**src/rtl/apu_pkg.sv**
```systemverilog
`default_nettype none
// ============================================================================
//  Package     : apu_pkg
//  Description : Shared APU types, frame-sequencer step masks and tick decode.
//  Revision    : 1.0
// ============================================================================
package apu_pkg;

    typedef logic [2:0] fs_step_t;

    typedef struct packed {
        logic length;
        logic sweep;
        logic envelope;
    } fs_ticks_t;

    localparam logic [7:0] FS_LENGTH_MASK   = 8'b0101_0101;
    localparam logic [7:0] FS_SWEEP_MASK    = 8'b0100_0100;
    localparam logic [7:0] FS_ENVELOPE_MASK = 8'b1000_0000;
    localparam int         GB_FRAME_DIV     = 8192;

    // Sweep and envelope are additionally qualified by their channel gates.
    function automatic fs_ticks_t fs_decode(input fs_step_t s,
                                            input logic     sweep_en,
                                            input logic     env_en);
        fs_ticks_t t;
        t.length   = FS_LENGTH_MASK[s];
        t.sweep    = FS_SWEEP_MASK[s] & sweep_en;
        t.envelope = FS_ENVELOPE_MASK[s] & env_en;
        return t;
    endfunction

endpackage
`default_nettype wire

```
**src/rtl/apu_prescaler.sv**
```systemverilog
`default_nettype none
// ============================================================================
//  Module      : apu_prescaler
//  Description : Modulo-CLK_DIV counter emitting a one-cycle strobe on wrap.
//  Revision    : 1.0
// ============================================================================
module apu_prescaler
    import apu_pkg::*;
#(
    parameter int CLK_DIV   = GB_FRAME_DIV,
    parameter int DIV_WIDTH = 13
) (
    input  logic clk,
    input  logic reset,
    input  logic enable,
    input  logic clear,
    output logic strobe
);

    localparam logic [DIV_WIDTH-1:0] CNT_LAST = DIV_WIDTH'(CLK_DIV - 1);

    logic [DIV_WIDTH-1:0] div_cnt_q;
    logic [DIV_WIDTH-1:0] div_cnt_d;
    logic                 at_last;

    assign at_last = (div_cnt_q == CNT_LAST);
    assign strobe  = at_last && enable && !clear;

    always_comb begin
        div_cnt_d = div_cnt_q;
        if (clear || !enable || at_last) begin
            div_cnt_d = '0;
        end else begin
            div_cnt_d = div_cnt_q + 1'b1;
        end
    end

    always_ff @(posedge clk or negedge reset) begin
        if (!reset) begin
            div_cnt_q <= '0;
        end else begin
            div_cnt_q <= div_cnt_d;
        end
    end

endmodule
`default_nettype wire

```
**src/rtl/apu_frame_sequencer.sv**
```systemverilog
`default_nettype none
// ============================================================================
//  Module      : apu_frame_sequencer
//  Description : 512 Hz 8-step frame sequencer issuing length/sweep/envelope ticks.
//  Revision    : 1.0
// ============================================================================
module apu_frame_sequencer
    import apu_pkg::*;
#(
    parameter int CLK_DIV   = GB_FRAME_DIV,
    parameter int DIV_WIDTH = 13
) (
    input  logic       clk,
    input  logic       reset,
    input  logic       enable,
    input  logic       restart,
    input  logic       sweep_enable,
    input  logic       envelope_enable,
    output logic       length_tick,
    output logic       sweep_tick,
    output logic       envelope_tick,
    output logic [2:0] step,
    output logic       active
);

    logic      strobe;
    fs_step_t  step_q, step_d;
    fs_ticks_t ticks_q, ticks_d;
    logic      active_q, active_d;

    apu_prescaler #(
        .CLK_DIV   (CLK_DIV),
        .DIV_WIDTH (DIV_WIDTH)
    ) u_prescaler (
        .clk    (clk),
        .reset  (reset),
        .enable (enable),
        .clear  (restart),
        .strobe (strobe)
    );

    // Ticks come from the step being left, so they trail the strobe by one cycle.
    always_comb begin
        step_d   = step_q;
        ticks_d  = '0;
        active_d = enable && !restart;
        if (restart || !enable) begin
            step_d = '0;
        end else if (strobe) begin
            step_d  = step_q + 3'd1;
            ticks_d = fs_decode(step_q, sweep_enable, envelope_enable);
        end
    end

    always_ff @(posedge clk or negedge reset) begin
        if (!reset) begin
            step_q   <= '0;
            ticks_q  <= '0;
            active_q <= 1'b0;
        end else begin
            step_q   <= step_d;
            ticks_q  <= ticks_d;
            active_q <= active_d;
        end
    end

    assign length_tick   = ticks_q.length;
    assign sweep_tick    = ticks_q.sweep;
    assign envelope_tick = ticks_q.envelope;
    assign step          = step_q;
    assign active        = active_q;

endmodule
`default_nettype wire
```
**config.mk**
```make
export PLATFORM = sky130hd
export DESIGN_NAME = apu_frame_sequencer
export DESIGN_NICKNAME = d
export VERILOG_FILES = /design/src/rtl/apu_pkg.sv /design/src/rtl/apu_prescaler.sv /design/src/rtl/apu_frame_sequencer.sv
export SDC_FILE = /design/constraint.sdc
export NUM_CORES = 1
export LEC_CHECK = 0
export CAP_MARGIN = 20
export CORE_MARGIN = 2
export CORE_UTILIZATION = 57
export CTS_CLUSTER_SIZE = 20
export DETAILED_ROUTE_END_ITERATION = 8
export PLACE_DENSITY_LB_ADDON = 0.05
export SLEW_MARGIN = 20
export SYNTH_ARGS = -nofsm -noshare
export SYNTH_HDL_FRONTEND = slang
export SYNTH_SLANG_ARGS = --single-unit
```
**constraint.sdc**
```tcl
create_clock -name clk -period 3.9 [get_ports clk]
set_clock_uncertainty 0.1 [all_clocks]
set_input_delay 0.39 -clock clk [delete_from_list [all_inputs] [get_ports clk]]
set_output_delay 0.39 -clock clk [all_outputs]
set_load 0.1 [all_outputs]
```
## Word-level counts from Yosys, hierarchy flattened

Memories as Yosys holds them, arrays and structs flattened.
Cells that the tools add are included.

| operators by class | value |
|---|---|
| add/sub/neg operators | 2 |
| magnitude comparators | 1 |
| equality and inequality tests | 1 |
| multiplexer cells | 8 |
| bitwise operators | 2 |
| reduce and logical (&&, ||, !) cells | 8 |

Operator list:

| kind | count |
|---|---|
| 13-bit by 1-bit adder with 13-bit output, second input constant | 1 |
| 13-bit == test, second input constant | 1 |
| 13-bit two-way mux | 1 |
| 3-bit two-way mux | 4 |
| 3-bit by 4-bit less-than comparator with 1-bit output, second input constant | 1 |
| 3-bit by 1-bit adder with 3-bit output, second input constant | 1 |
| 1-bit logical AND | 3 |
| 1-bit two-way mux | 3 |
| 1-bit bitwise AND | 2 |
| 1-bit zero test | 2 |
| 1-bit logical OR | 2 |
| 2-bit nonzero test | 1 |

| word-level totals | value |
|---|---|
| register bits after elaboration | 20 |
| memory bits (read-only) | 24 |
| input port bits | 6 |
| output and inout port bits | 7 |
| memories | 3 |

Memories:

| memory | words | bits a word | read ports | clocked after Yosys merged registers in | wr ports | line | text |
|---|---|---|---|---|---|---|---|
| (no name shown) | 8 | 1 | 1 | 0 | 0 | apu_pkg.sv:29 | `t.envelope = FS_ENVELOPE_MASK[s] & env_en;` |
| (no name shown) | 8 | 1 | 1 | 0 | 0 | apu_pkg.sv:28 | `t.sweep = FS_SWEEP_MASK[s] & sweep_en;` |
| (no name shown) | 8 | 1 | 1 | 0 | 0 | apu_pkg.sv:27 | `t.length = FS_LENGTH_MASK[s];` |

## Depth between registers and ports, before layout

| depth | value |
|---|---|
| depth after elaboration | 5 |
| depth in mapped cells | 5 |
| depth with buffers taken out | 4 |

## Modules after synthesis

A second synthesis with hierarchy kept.

| unflattened totals | value |
|---|---|
| cell total of the unflattened synthesis | 88 |
| area total of the unflattened synthesis | 962.2 um2 |

By module, submodules not included:

| module | instances | cells each | area each (um2) | sequential area each (um2) |
|---|---|---|---|---|
| apu_prescaler | 1 | 64 | 664.4 | 325.3 |
| apu_frame_sequencer | 1 | 24 | 297.8 | 175.2 |

## Least setup slack after synthesis

No wires, ideal clock.

| timing | value |
|---|---|
| path type | reg-to-reg |
| start point | register step_q[0], in the netlist step[0] |
| end point | register step_q[2], in the netlist step[2] |
| library setup time | 123 ps |
| arrival time | 1581 ps |
| data required time | 3677 ps |
| path slack | 2097 ps |
| cell stages (with the launch flop) | 4 |
| buffers on the path | 0 |
| clock period less this slack | 1803 ps |
| cells stage by stage | dfrtp_1 ha_1 ha_1 o2bb2ai_1 |

| on the way | value |
|---|---|
| cells in the longest elaborated chain, start to end | 3 |

RTL lines:

| element | line | text |
|---|---|---|
| start: declaration | apu_frame_sequencer.sv:27 | `fs_step_t step_q, step_d;` |
| start signal: assignment | apu_frame_sequencer.sv:61 | `step_q <= step_d;` |
| 3-bit by 1-bit adder with 3-bit output | apu_frame_sequencer.sv:50 | `step_d = step_q + 3'd1;` |
| 3-bit two-way mux | apu_frame_sequencer.sv:49 | `end else if (strobe) begin` |
| 3-bit two-way mux | apu_frame_sequencer.sv:47 | `if (restart \|\| !enable) begin` |

No other way between the ends. The select of a mux whose other input is x is not followed.
A chain may end at the register's enable or synchronous reset.

## Worst setup path in the final report

| timing | value |
|---|---|
| start point | register step_q[0], in the netlist step[0] |
| end point | output port step[0] |

RTL lines:

| element | line | text |
|---|---|---|
| end: declaration | apu_frame_sequencer.sv:22 | `output logic [2:0] step,` |

No word-level cell between the ends.

==> flow_summary.yaml <==
die:
  coreArea_sq_um: 1690
  ioPinCount: 13
  die_height_um: 46.0
  die_area_sq_um: 2120
  die_x_um: 46.0
  start_util_pct: 59.6
  num_rows: 15
worst_setup_path:
  cpMaxStageDelayCell: "clkdlybuf4s50_1"
  critPathKind: "reg -> out"
  critPathTopFamily: "buffers and inverters"
  endpoint_kind: "output pin"
  critPathLaunchType: "flip-flop"
  cp.required_ns: 3.41
  worstPathCellList: "clkdlybuf4s50_1"
  critical-path-max-stage-delay_ns: 1.17
  cp.arrival_ns: 1.94
  critPathMaxFanout: 6
  worst-path-buf-inv: 1
route:
  wl_per_cell_um: 15.3
  vias_per_cell: 6.12
  vias: 734
  met2WireLength_um: 875
  drt-pass1-iter-count: 4
  postRouteWirelength_um: 1840
  drtIter0Drc: 8
  drc: 0
  wl_met1_um: 881
  wl_met3_um: 53
  maxUsedRoutingLayer: "met4"
  ant_nets: 0
sta:
  slew_viol_final: 0
  grt_setup_unrepaired: "no"
  final.setup.tns_ns: 0
  final.min_clock_period_ns: 2.43
  slew_headroom_pct: 34.8
  setup_violations: 0
  hold_violations: 0
  tightestPinTransition_ns: 0.975
  holdWs_ns: 0.425
  fmax_ghz: 0.412
  period_share_pct: 62.3
  setup_ws_ns: 1.47
place:
  dp_hpwl_um: 1350
  place_ws_ns: 1.82
  port-buffer-count: 12
  place_inst: 116
  place_congestion: 0.771
  placed_cell_area_sq_um: 1140
cts:
  cts_setup_buffers: 0
  cts_buffers: 3
  clkTransAtPathRegs_ns: 0.12
  cts_tree: "built"
  ctsHoldBuffers: 0
  clk-insertion-delay-late_ns: 0.30
  htree_levels: 1
  clock_path_buffers: 2
  ctsResizeCount: 0
  clock_sinks: 20
  root_buffer: "clkbuf_4"
pwr:
  p_comb_share_pct: 4.8
  p_int_uw: 319
  p_clk_share_pct: 42.5
  ir_worst_vdd_v: 0.000283
  swShare_pct: 19.9
  p_sw_uw: 79.2
  p_seq_share_pct: 52.7
  p_per_area_nw_per_um2: 333
  p_leak_uw: 0.000497
global_route:
  grt_pass1_wl_um: 3240
  antenna_found_initial: 0
  grt_pass1_vias: 747
  grtUsageTotal_pct: 21.7
  grt_remaining_overflow: 0
  grt_max_degree: 21
yosys:
  synthMuxAreaShare_pct: 0.994
  synth_nets: 100
  netlist_instances: 90
  synth_simple_gate_area_share_pct: 25.1
  yosys_warnings: 0
  synth_compound_area_share_pct: 13.8
  synth_cell_types: 33
  netlist_area_sq_um: 1010
  synth_top_family_by_area: "simple AND/OR/NAND/NOR gates"
  synth_top_area_cell: "dfrtp_1"
  synth_top_cells_by_area: "dfrtp_1 50%, ha_1 5.0%, nor3_1 3.0%, o31ai_1 3.0%, nand2_1 2.6%"
  syn_avg_cell_area_sq_um: 11.2
  synthAdderAreaFrac_pct: 4.97
  synth-seq-area-share_pct: 49.7
  synth_top_cell_area_share_pct: 49.7
  synth_seq_cells: 20
  synth_xor_area_share_pct: 2.61
final_layout:
  postLayoutCellArea_sq_um: 1200
  nNetsFinal: 114
  layout_common_cells: "20 x dfrtp_1, 12 x clkdlybuf4s50_1, 7 x nand2_1, 6 x nor3_1"
  final_common_cell: "dfrtp_1"
  final_cell_count_no_fill: 120
  drive_above_1_share_pct: 14.6
  areaGrowthSynthToFinish_pct: 18.8
  n_fill_cell: 130
  diodes: 0
hold_path:
  hold_class: "reg -> reg"
run:
  maxCapViolations: 0
status:
  status: "complete, no violations"
==> cell type report <==
type / instances / area [sq um] / area share (%)
flip-flops and latches: 20 / 500 / 41.8
multi-input cells: 63 / 487 / 40.7
repair buffers: 12 / 120 / 10.0
clock inverters: 1 / 30.0 / 2.51
clock buffers: 3 / 22.5 / 1.88
well taps: 17 / 21.3 / 1.78
inverters: 4 / 15.0 / 1.26
==> registers in the layout (all words and copies together) (netlist names) <==
signal / cells
length_tick: 1
active: 1
sweep_tick: 1
step: 3
u_prescaler.div_cnt_q: 13
envelope_tick: 1
==> cell usage after synthesis <==
cell and count:
dfrtp_1 20, nand2_1 7, nor3_1 6, ha_1 4, inv_1 4, nand4_1 4
o31ai_1 4, nand3_1 3, or4_1 3, a211oi_1 2, a211oi_2 2, a21oi_1 2
and3_1 2, buf_2 2, nand3_2 2, o21a_1 2, o21ai_0 2, o22ai_2 2
or4_4 2, xor2_1 2, clkbuf_1 1, mux2i_1 1, nand2b_1 1, nand3b_1 1
nand4_4 1, nor2_1 1, nor3b_1 1, nor4_1 1, nor4_2 1, o2bb2ai_1 1
or3_1 1, or3_2 1, xnor2_1 1
==> cell families (layout without fill, tap and decap cells) <==
kind of cell,after synthesis,after routing
adder cells (fa/ha/maj),4,4
AO/OA/AOI/OAI,17,17
multiplexers,1,1
flip-flops,20,20
AND/OR/NAND/NOR,38,38
XOR/XNOR,3,3
buffers and inverters,7,20
==> final timing paths <==
kind / start / to / slack, ns / cells after the start
min: u_prescaler.div_cnt_q[0] / u_prescaler.div_cnt_q[0] / 0.43 / 1
min reg2reg: u_prescaler.div_cnt_q[0] / u_prescaler.div_cnt_q[0] / 0.43 / 1
max reg2reg: u_prescaler.div_cnt_q[0] / u_prescaler.div_cnt_q[5] / 1.95 / 4
max: step[0] / step[0] / 1.47 / 1
min in group asynchronous: reset / u_prescaler.div_cnt_q[5] / 0.46 / 1
max in group asynchronous: reset / u_prescaler.div_cnt_q[4] / 2.71 / 1
==> power groups by stage <==
stage               registers (uW)  logic [uW]  clock network (uW)
floorplan                      218        4.63                   0
global placement               214        19.2                   0
detailed placement             214        19.8                   0
CTS                            210        19.7                 174
global route                   210        21.4                 183
finish                         210        19.1                 169
==> metrics by stage <==
stage,util [%],total power [uW]
after detailed placement,67.7,234
after floorplan,-,222
final,70.8,399
after global routing,70.8,415
after CTS,70.8,404
after global placement,67.2,233
==> routing by layer <==
metal / vias to the layer above / track usage (%)
met3: 4 / 3.97
met4: 0 / 8.57
li1: 369 / -
met2: 11 / 33.9
met5: - / 0
met1: 350 / 29.6
Note: power is estimated with default switching activity, not from simulation.
